[config.mk]
export PLATFORM = sky130hd
export DESIGN_NAME = lut_ram_loader
export DESIGN_NICKNAME = d
export VERILOG_FILES = /design/src/rtl/lut_ram_loader.sv
export SDC_FILE = /design/constraint.sdc
export NUM_CORES = 1
export LEC_CHECK = 0
export BUFFER_PORTS_ARGS = -buffer_cell sky130_fd_sc_hd__buf_2
export CAP_MARGIN = 20
export CORE_MARGIN = 5
export CORE_UTILIZATION = 62
export DETAILED_ROUTE_END_ITERATION = 10
export PLACE_DENSITY_LB_ADDON = 0.1
export SYNTH_ARGS = -nofsm -noshare
export SYNTH_HDL_FRONTEND = slang
export SYNTH_SLANG_ARGS = --single-unit
export TNS_END_PERCENT = 100
[constraint.sdc]
create_clock -name clk -period 3.1 [get_ports clk]
set_input_delay 0.31 -clock clk [delete_from_list [all_inputs] [get_ports clk]]
set_output_delay 0.31 -clock clk [all_outputs]
set_load 0.1 [all_outputs]
[src/rtl/lut_ram_loader.sv]
// lut_ram_loader: run-time reloadable normalisation LUT.
// A valid/ready word stream is written sequentially into the LUT memory.
// Reads go through a ROM-compatible registered port (address/enable/data_out).
// Optional feature macro: LUT_LOAD_CHECKSUM_EN adds a running checksum output.
//
// Handshake: a word transfers on a rising edge where wr_valid && wr_ready are
// both high. wr_ready is a register driven only by the FSM state, so it never
// depends combinationally on wr_valid. Dropping wr_valid stalls the load
// indefinitely; words offered while wr_ready is low are discarded.
module lut_ram_loader #(
  parameter int DATA_WIDTH = 16,
  parameter int ADDR_WIDTH = 6,
  parameter     TYPE       = "DISTRIBUTED"
) (
  input  logic                  clk,
  input  logic                  reset,
  input  logic                  load_start,
  input  logic [ADDR_WIDTH:0]   load_count,
  input  logic [DATA_WIDTH-1:0] wr_data,
  input  logic                  wr_valid,
  output logic                  wr_ready,
  output logic                  load_busy,
  output logic                  load_done,
  input  logic [ADDR_WIDTH-1:0] address,
  input  logic                  enable,
  output logic [DATA_WIDTH-1:0] data_out,
`ifdef LUT_LOAD_CHECKSUM_EN
  output logic [DATA_WIDTH-1:0] checksum,
`endif
  output logic [1:0]            fsm_state_o
);

  localparam int                 DEPTH     = 1 << ADDR_WIDTH;
  localparam int                 CNT_W     = ADDR_WIDTH + 1;
  localparam logic [CNT_W-1:0]   DEPTH_CNT = CNT_W'(DEPTH);

  typedef enum logic [1:0] {
    S_IDLE = 2'd0,
    S_LOAD = 2'd1,
    S_DONE = 2'd2
  } state_t;

  state_t                  state_q, state_d;
  logic                    wr_ready_q, wr_ready_d;
  logic                    load_busy_q, load_busy_d;
  logic                    load_done_q, load_done_d;
  logic [ADDR_WIDTH-1:0]   wr_addr_q, wr_addr_d;
  logic [CNT_W-1:0]        remaining_q, remaining_d;
  logic [CNT_W-1:0]        count_clamped;
  logic [DATA_WIDTH-1:0]   data_out_q;
  logic                    accept;

  (* ram_style = TYPE *) logic [DATA_WIDTH-1:0] mem_q [DEPTH];

  assign accept        = wr_valid & wr_ready_q;
  // A count of zero, or anything larger than the table, means a full reload.
  assign count_clamped = (load_count == '0 || load_count > DEPTH_CNT) ? DEPTH_CNT : load_count;

  // State and registered handshake/status flags; reset returns to IDLE at once.
  always_ff @(posedge clk) begin
    if (reset) begin
      state_q     <= S_IDLE;
      wr_ready_q  <= 1'b0;
      load_busy_q <= 1'b0;
      load_done_q <= 1'b0;
    end else begin
      state_q     <= state_d;
      wr_ready_q  <= wr_ready_d;
      load_busy_q <= load_busy_d;
      load_done_q <= load_done_d;
    end
  end

  // Next-state logic: load_start only matters in IDLE; last accept ends LOAD.
  always_comb begin
    state_d = state_q;
    unique case (state_q)
      S_IDLE:  if (load_start) state_d = S_LOAD;
      S_LOAD:  if (accept && remaining_q == CNT_W'(1)) state_d = S_DONE;
      S_DONE:  state_d = S_IDLE;
      default: state_d = S_IDLE;
    endcase
  end

  // Output decode from the next state so the registered flags track state_q.
  always_comb begin
    wr_ready_d  = (state_d == S_LOAD);
    load_busy_d = (state_d == S_LOAD);
    load_done_d = (state_d == S_DONE);
  end

  // Write pointer and words-left counter for the current load session.
  always_comb begin
    wr_addr_d   = wr_addr_q;
    remaining_d = remaining_q;
    if (state_q == S_IDLE && load_start) begin
      wr_addr_d   = '0;
      remaining_d = count_clamped;
    end else if (accept) begin
      wr_addr_d   = wr_addr_q + ADDR_WIDTH'(1);
      remaining_d = remaining_q - CNT_W'(1);
    end
  end

  // Datapath registers for the load session.
  always_ff @(posedge clk) begin
    if (reset) begin
      wr_addr_q   <= '0;
      remaining_q <= '0;
    end else begin
      wr_addr_q   <= wr_addr_d;
      remaining_q <= remaining_d;
    end
  end

  // LUT write; contents survive reset, and reset blocks a write in its cycle.
  always_ff @(posedge clk) begin
    if (!reset && accept) begin
      mem_q[wr_addr_q] <= wr_data;
    end
  end

  // Registered read, read-first on a same-address write, holds when disabled.
  always_ff @(posedge clk) begin
    if (reset) begin
      data_out_q <= '0;
    end else if (enable) begin
      data_out_q <= mem_q[address];
    end
  end

`ifdef LUT_LOAD_CHECKSUM_EN
  logic [DATA_WIDTH-1:0] checksum_q, checksum_d;

  // Running sum of accepted words, restarted when a load session opens.
  always_comb begin
    checksum_d = checksum_q;
    if (state_q == S_IDLE && load_start) begin
      checksum_d = '0;
    end else if (accept) begin
      checksum_d = checksum_q + wr_data;
    end
  end

  // Checksum register; holds after DONE until the next session or reset.
  always_ff @(posedge clk) begin
    if (reset) begin
      checksum_q <= '0;
    end else begin
      checksum_q <= checksum_d;
    end
  end

  assign checksum = checksum_q;
`endif

  assign wr_ready    = wr_ready_q;
  assign load_busy   = load_busy_q;
  assign load_done   = load_done_q;
  assign data_out    = data_out_q;
  assign fsm_state_o = state_q;

endmodule

==> run metrics, run 1 <==
total gr overflow=0; Fillers=4,041; Worst slew margin=0.254; Mapped Area=40,900 µm²; post-layout util=0.711; DPL Wire Length=58,000 µm; final WL=96,500 µm; worst hold slack=0.0450 ns; register area share after synthesis=0.767; Max Cap Violations=0; number of port buffers=54; routed via count=21,237; Antenna Nets Post-Route=0; Crit. End Element=flip-flop; Num CTS Buffers=102; CTS Buffer Depth=3; htree depth=3; FP Rows=94; synth warn=0; Crit-path slowest cell=nor2_1; routed vias/inst=6.47; Achievable Freq=0.408 GHz; worst min path class=primary input to flip-flop; post-route minimum period=2.45 ns; kind of cell adding the most delay to the critical path=simple AND/OR/NAND/NOR gates; first-pass GRT wire length=142,000 µm; post-synth cell types=42; Final Hold Viols=0; Mapped Cells=2,127; vias in the first global route=21,572; Synth Area in Adders=0.000917; Worst-path clk slew=0.06 ns; Post-CTS Repair Setup Buffers=0; largest family of logic cells by synthesized area=multiplexers; drt first pass iters=5; TritonCTS clock tree=done; CP Launch Type=flip-flop; GP Congestion=0.832; Critical Path Fanout Max=13; largest net degree at the start of global routing=56; clock sink count=1,057; most frequent cells in the layout=edfxtp_1, mux2_2, buf_4; DRC=0; net total in the final layout=2,374; Core Box Area=65,600 µm²; Worst-Margin Slew=1.12 ns; post-synthesis mux area share=0.123; Post-Place Cell Area=43,400 µm²; Final Max Slew Viols=0; Die ar.=71,300 µm²; crit-path cells=nand2_1, nor3_1, nand2_1, nor2_1, buf_12; Die X=267 µm; GRT Util Overall=0.274; VDD IR max=528 µV; fin crit share=0.791; max incr delay on CP=0.54 ns; clock tree root buffer cell=clkbuf_16; status=finished, final reports clean; commonest non-fill, non-tap cell in the layout=edfxtp_1; XOR/XNOR Fraction of Synth Area=0.00214; simple-gate share of the synthesized area=0.0370; most used cell, CP=nand2_1; 1st-iter DRT viols=2,248; share of cells above drive strength 1=0.300; Die Height=267 µm; Pwr Total=0.0294 W; I/O Pins=55; Leak=14.9 nW; PwrDens=630 nW/µm²; CP Class=flip-flop to flip-flop; Avg Cell Area, Syn=19.2 µm²; RSZ-0062 raised after global routing=no; Non-Filler Cell Area, Final=46,700 µm²; Final Skew=0.0204 ns; post-synthesis compound-gate area fraction=0.0537; number of buffer and inverter stages on the critical path=1; initial core utilization=0.624; #FFs+latches synth=1,057; antenna violations before repair=1; Setup TNS Final=0 ns; net count after synthesis=2,164; area delta synth->final=14.1%; wire per inst=29.4 µm; Clock Latency Late Sink=0.66 ns; final setup vio count=0; Worst Path Arrival=2.80 ns; WP data required=3.45 ns
registers in the layout, summed over array words and instances, names as in the netlist:
name,cells
mem_q,1024
fsm_state_o,2
wr_addr_q,6
remaining_q,7
data_out,16
load_done,1
load_busy,1
path summary, 6_finish.rpt:
check	start	end	slack, ns	cells past startpoint
min reg2reg	fsm_state_o[1]$_SDFF_PP0_	load_busy$_SDFF_PP0_	0.52	1
max	load_busy$_SDFF_PP0_	mem_q[20][12]$_DFFE_PP_	0.65	5
max reg2reg	load_busy$_SDFF_PP0_	mem_q[20][12]$_DFFE_PP_	0.65	5
min	load_count[3]	remaining_q[3]$_SDFFE_PP0P_	0.04	3
layer usage:
metal | track usage | wire, µm | up-vias
met5 | 0 | 0 | -
met4 | 0.101 | 3550 | 0
met3 | 0.0407 | 7950 | 151
met2 | 0.442 | 47100 | 998
met1 | 0.391 | 37900 | 10957
li1 | - | - | 9131
tightest hold or removal path, cell delays in order:
cell and delay (ns):
buf_2 0.11, a21oi_1 0.14, a211oi_1 0.07
cells by family after synthesis:
kind of cell             after synthesis
AND/OR/NAND/NOR                      283
multiplexers                         320
buffers and inverters                134
AO/OA/AOI/OAI                        320
adder cells (fa/ha/maj)                3
flip-flops                          1057
XOR/XNOR                              10
synth_stat cells:
master        n  area share
edfxtp_1   1024        0.75
mux2_2      192       0.053
mux4_2      128       0.070
nor2_1       78      0.0072
a211oi_1     68       0.012
clkbuf_1     68      0.0062
nor3_1       68      0.0083
nor2b_1      67       0.010
o21ai_0      66      0.0081
o22ai_1      64      0.0098
buf_2        38      0.0046
dfxtp_1      33       0.016
a22o_1       32      0.0068
a22oi_1      32      0.0059
o31ai_1      32      0.0059
or3b_2       19      0.0041
nand2_1      18      0.0017
o221ai_1     16      0.0034
buf_1        11      0.0010
buf_6        10      0.0028
a21oi_1       8     0.00098
nor3b_1       7      0.0013
xor2_1        7      0.0015
buf_4         4     0.00073
nand3b_1      4     0.00073
and3_1        3     0.00046
ha_1          3     0.00092
inv_1         3     0.00028
nand2b_1      3     0.00046
xnor2_1       3     0.00064
a2111oi_0     2     0.00043
and3b_1       2     0.00043
nand3_1       2     0.00024
nand4_1       2     0.00031
or2_2         2     0.00031
or3_1         2     0.00031
and2_1        1     0.00015
nand2_2       1     0.00015
nor4_1        1     0.00015
nor4b_1       1     0.00021
or2_1         1     0.00015
or4_1         1     0.00018
power by group:
| part | total [W] | switching, W | internal (W) |
|---|---|---|---|
| clock network | 0.0121 | 0.00503 | 0.00702 |
| logic | 0.00162 | 0.00106 | 0.000559 |
| registers | 0.0157 | 0.0000350 | 0.0157 |
| total | 0.0294 | 0.00613 | 0.0233 |
timing repair:
item                       CTS  global route
hold endpoints to repair     4             0
setup endpoints to repair    0             0
hold buffers                 3             0
resized for setup            0             0
stage by stage:
step / worst slack, ns / cells
2_1_floorplan: 0.250 / 2127
3_3_place_gp: 0.115 / 3093
3_5_place_dp: 0.0987 / 3094
4_1_cts: 0.695 / 3281
5_1_grt: 0.536 / 3281
6_report: 0.647 / 3283
final cells by class:
| class | count | area (µm²) | area share |
|---|---|---|---|
| timing repair buffer | 237 | 2020 | 0.0433 |
| tap | 864 | 1080 | 0.0232 |
| clock inverter | 56 | 533 | 0.0114 |
| sequential | 1057 | 31400 | 0.673 |
| antenna | 2 | 5.00 | 0.000107 |
| clock buffer | 128 | 2720 | 0.0583 |
| inverter | 3 | 11.3 | 0.000241 |
| multi-input combinational | 936 | 8900 | 0.191 |
No activity file was read; power rests on OpenSTA's default activity.
==> run 2: changes to the inputs <==
--- a/config.mk
+++ b/config.mk
@@ -5,10 +5,11 @@
 export SDC_FILE = /design/constraint.sdc
 export NUM_CORES = 1
 export LEC_CHECK = 0
+export ABC_AREA = 1
 export BUFFER_PORTS_ARGS = -buffer_cell sky130_fd_sc_hd__buf_2
 export CAP_MARGIN = 20
 export CORE_MARGIN = 5
-export CORE_UTILIZATION = 62
+export CORE_UTILIZATION = 57
 export DETAILED_ROUTE_END_ITERATION = 10
 export PLACE_DENSITY_LB_ADDON = 0.1
 export SYNTH_ARGS = -nofsm -noshare
==> constraint.sdc (replaced) <==
create_clock -name clk -period 2 [get_ports clk]
set_input_delay 0.2 -clock clk [delete_from_list [all_inputs] [get_ports clk]]
set_output_delay 0.2 -clock clk [all_outputs]
set_load 0.1 [all_outputs]
==> run metrics, run 2 <==
initial core utilization=0.575 (-0.0482); Max Cap Violations=0 (unchanged); total gr overflow=0 (unchanged); internal power=0.0371 W (+60%); area leader, netlist=edfxtp_1; clock tree root buffer cell=clkbuf_16; most frequent cell after synthesis=nand2_1; GRT Util Overall=0.287 (+0.0135); worst min path class=primary input to flip-flop; Combinational Power Share=0.072 (+0.017); Multi-input gate area=10,100 µm² (+13%); Worst slew margin=0.394 (+0.140); sw frac=0.224 (+0.0150); Final Max Slew Viols=0 (unchanged); final WL=118,000 µm (+22%); Crit. End Element=output pin; #FFs+latches synth=1,057 (unchanged); ys async rst share=0 (unchanged); DRC=0 (unchanged); largest net degree at the start of global routing=65 (+16%); placed cells=4,718 (+52%); Worst-Margin Slew=0.909 ns (-0.210 ns); Antenna Nets Post-Route=0 (unchanged); most frequent cells in the layout=nand2_1, edfxtp_1, nand3_1; net count after synthesis=3,671 (+70%); CP Launch Type=flip-flop; commonest cells in the synthesized netlist=nand2_1, edfxtp_1, nand3_1; routed vias/inst=6.00 (-7.3%); number of buffer and inverter stages on the critical path=1 (unchanged); crit-path cells=buf_2; Final Skew=0.0337 ns (+0.0134 ns); Clk pwr share=0.418 (+0.008); 1st-iter DRT viols=3,450 (+53%); RSZ-0062 raised after global routing=no; max incr delay on CP=0.54 ns (about the same); antenna violations before repair=4 (+3); Final Hold Viols=0 (unchanged); post-route minimum period=1.90 ns; commonest non-fill, non-tap cell in the layout=nand2_1; routed via count=29,534 (+39%); CTS Buffer Depth=3 (unchanged); sw power=0.0107 W (+74%); Num CTS Buffers=105 (+2.9%); CP Class=flip-flop to output pin; Reg with most FFs=mem_q; first-pass GRT wire length=176,000 µm (+24%); Die ar.=80,900 µm² (+13%); post-synth cell types=32 (-24%); htree depth=3 (unchanged); status=finished, final reports clean; drt first pass iters=6 (+1); Post-Place Cell Area=46,700 µm² (+7.5%); Worst Path Arrival=1.70 ns (-1.10 ns); Non-Filler Cell Area, Final=50,300 µm² (+7.8%); Achievable Freq=0.526 GHz; Fillers=5,418 (+34%); net total in the final layout=3,906 (+65%); Core Box Area=74,600 µm² (+14%); Post-CTS Repair Setup Buffers=0 (unchanged); Clock Latency Late Sink=0.67 ns (about the same); register area share after synthesis=0.732 (-0.0354); Die X=284 µm (+6.5%); Critical Path Fanout Max=2 (-11); Die Height=284 µm (+6.5%); kind of cell adding the most delay to the critical path=flip-flops; Worst-path clk slew=0.06 ns (about the same); GP Congestion=0.946 (+14%); synth warn=0 (unchanged); TritonCTS clock tree=done; clock sink count=1,057 (unchanged); FP Rows=100 (+6.4%); ys flop type=edfxtp_1; number of port buffers=54 (unchanged); area share of the largest cell type after synthesis=0.717 (-0.0347); Setup TNS Final=0 ns (unchanged); Flop pwr share=0.510 (-0.025); share of cells above drive strength 1=0.132 (-0.169); synth top area cells=edfxtp_1, nand3_1, nand2_1; worst hold slack=0.0560 ns (+0.0110 ns); fin crit share=0.951; final setup vio count=0 (unchanged); Mapped Area=42,900 µm² (+4.8%); WP data required=1.80 ns (-1.65 ns); Avg Cell Area, Syn=11.8 µm² (-39%); max reg flops=1,024 (unchanged); DPL Wire Length=71,500 µm (+23%); I/O Pins=55 (unchanged); VDD IR max=977 µV (+85%); Mapped Cells=3,634 (+71%); PwrDens=950 nW/µm² (+51%); Leak=18.4 nW (+24%); Non-Filler Instances=4,925 (+50%); Sequential cell area=31,400 µm² (about the same); Crit-path slowest cell=dfxtp_1; vias in the first global route=28,621 (+33%); area delta synth->final=17.3%; number of synthesized flops with an enable pin=1,024 (unchanged); wire per inst=23.9 µm (-19%)
run 2: power by group through the flow:
stage          Sequential [W]  Combinational, W  Clock (W)
2_1_floorplan          0.0250           0.00162          0
3_3_place_gp           0.0248           0.00328          0
3_5_place_dp           0.0249           0.00334          0
4_1_cts                0.0244           0.00338     0.0202
5_1_grt                0.0244           0.00365     0.0212
6_report               0.0244           0.00342     0.0200
run 2: layer usage:
layer,GRT usage,up-vias,part of all wire,wire length (µm)
li1,-,13325,-,-
met1,0.395,14489,0.40,46700
met2,0.468,1459,0.48,56200
met3,0.0578,259,0.093,10900
met4,0.0947,2,0.034,4050
met5,0,-,0.00011,13
run 2: path summary, 6_finish.rpt:
| path | startpoint | cells after the start | slack (ns) | endpoint |
|---|---|---|---|---|
| worst max-delay path | data_out[9]$_SDFFE_PP0P_ | 1 | 0.1 | data_out[9] |
| worst min-delay path | wr_data[2] | 2 | 0.06 | mem_q[38][2]$_DFFE_PP_ |
| worst max register to register | fsm_state_o[1]$_SDFF_PP0_ | 7 | 0.13 | remaining_q[3]$_SDFFE_PP0P_ |
| worst min register to register | wr_addr_q[3]$_SDFFE_PP0P_ | 2 | 0.52 | wr_addr_q[3]$_SDFFE_PP0P_ |
run 2: area by class of cell:
class / count / area share
diodes: 2 / 0.0000995
well taps: 969 / 0.0241
flip-flops and latches: 1057 / 0.624
clock buffers: 133 / 0.0565
inverters: 44 / 0.00380
multi-input cells: 2305 / 0.200
repair buffers: 356 / 0.0779
clock inverters: 59 / 0.0131
run 2: stage by stage:
step                utilization  power, W  setup WS [ns]
floorplan                     -    0.0267         -0.383
global placement          0.626    0.0281        -0.0271
detailed placement        0.626    0.0282        -0.0993
CTS                       0.674    0.0480         0.0228
global route              0.675    0.0492        0.00649
finish                    0.675    0.0478         0.0989
run 2: repair_timing:
item,4_1_cts,5_1_grt
setup endpoints to repair,0,110
resized for setup,0,5
hold endpoints to repair,9,0
hold buffers,13,0
run 2: cells by family (layout without fill, tap and decap cells):
kind of cell / after synthesis / in the layout / synth area share
xor+xnor: 2 / 2 / 0.000408
flops: 1057 / 1057 / 0.732
other cells: 0 / 2 / 0
fa+ha+maj: 3 / 3 / 0.000875
simple gates: 2272 / 2272 / 0.227
buf+inv: 272 / 592 / 0.0354
compound gates: 28 / 28 / 0.00397
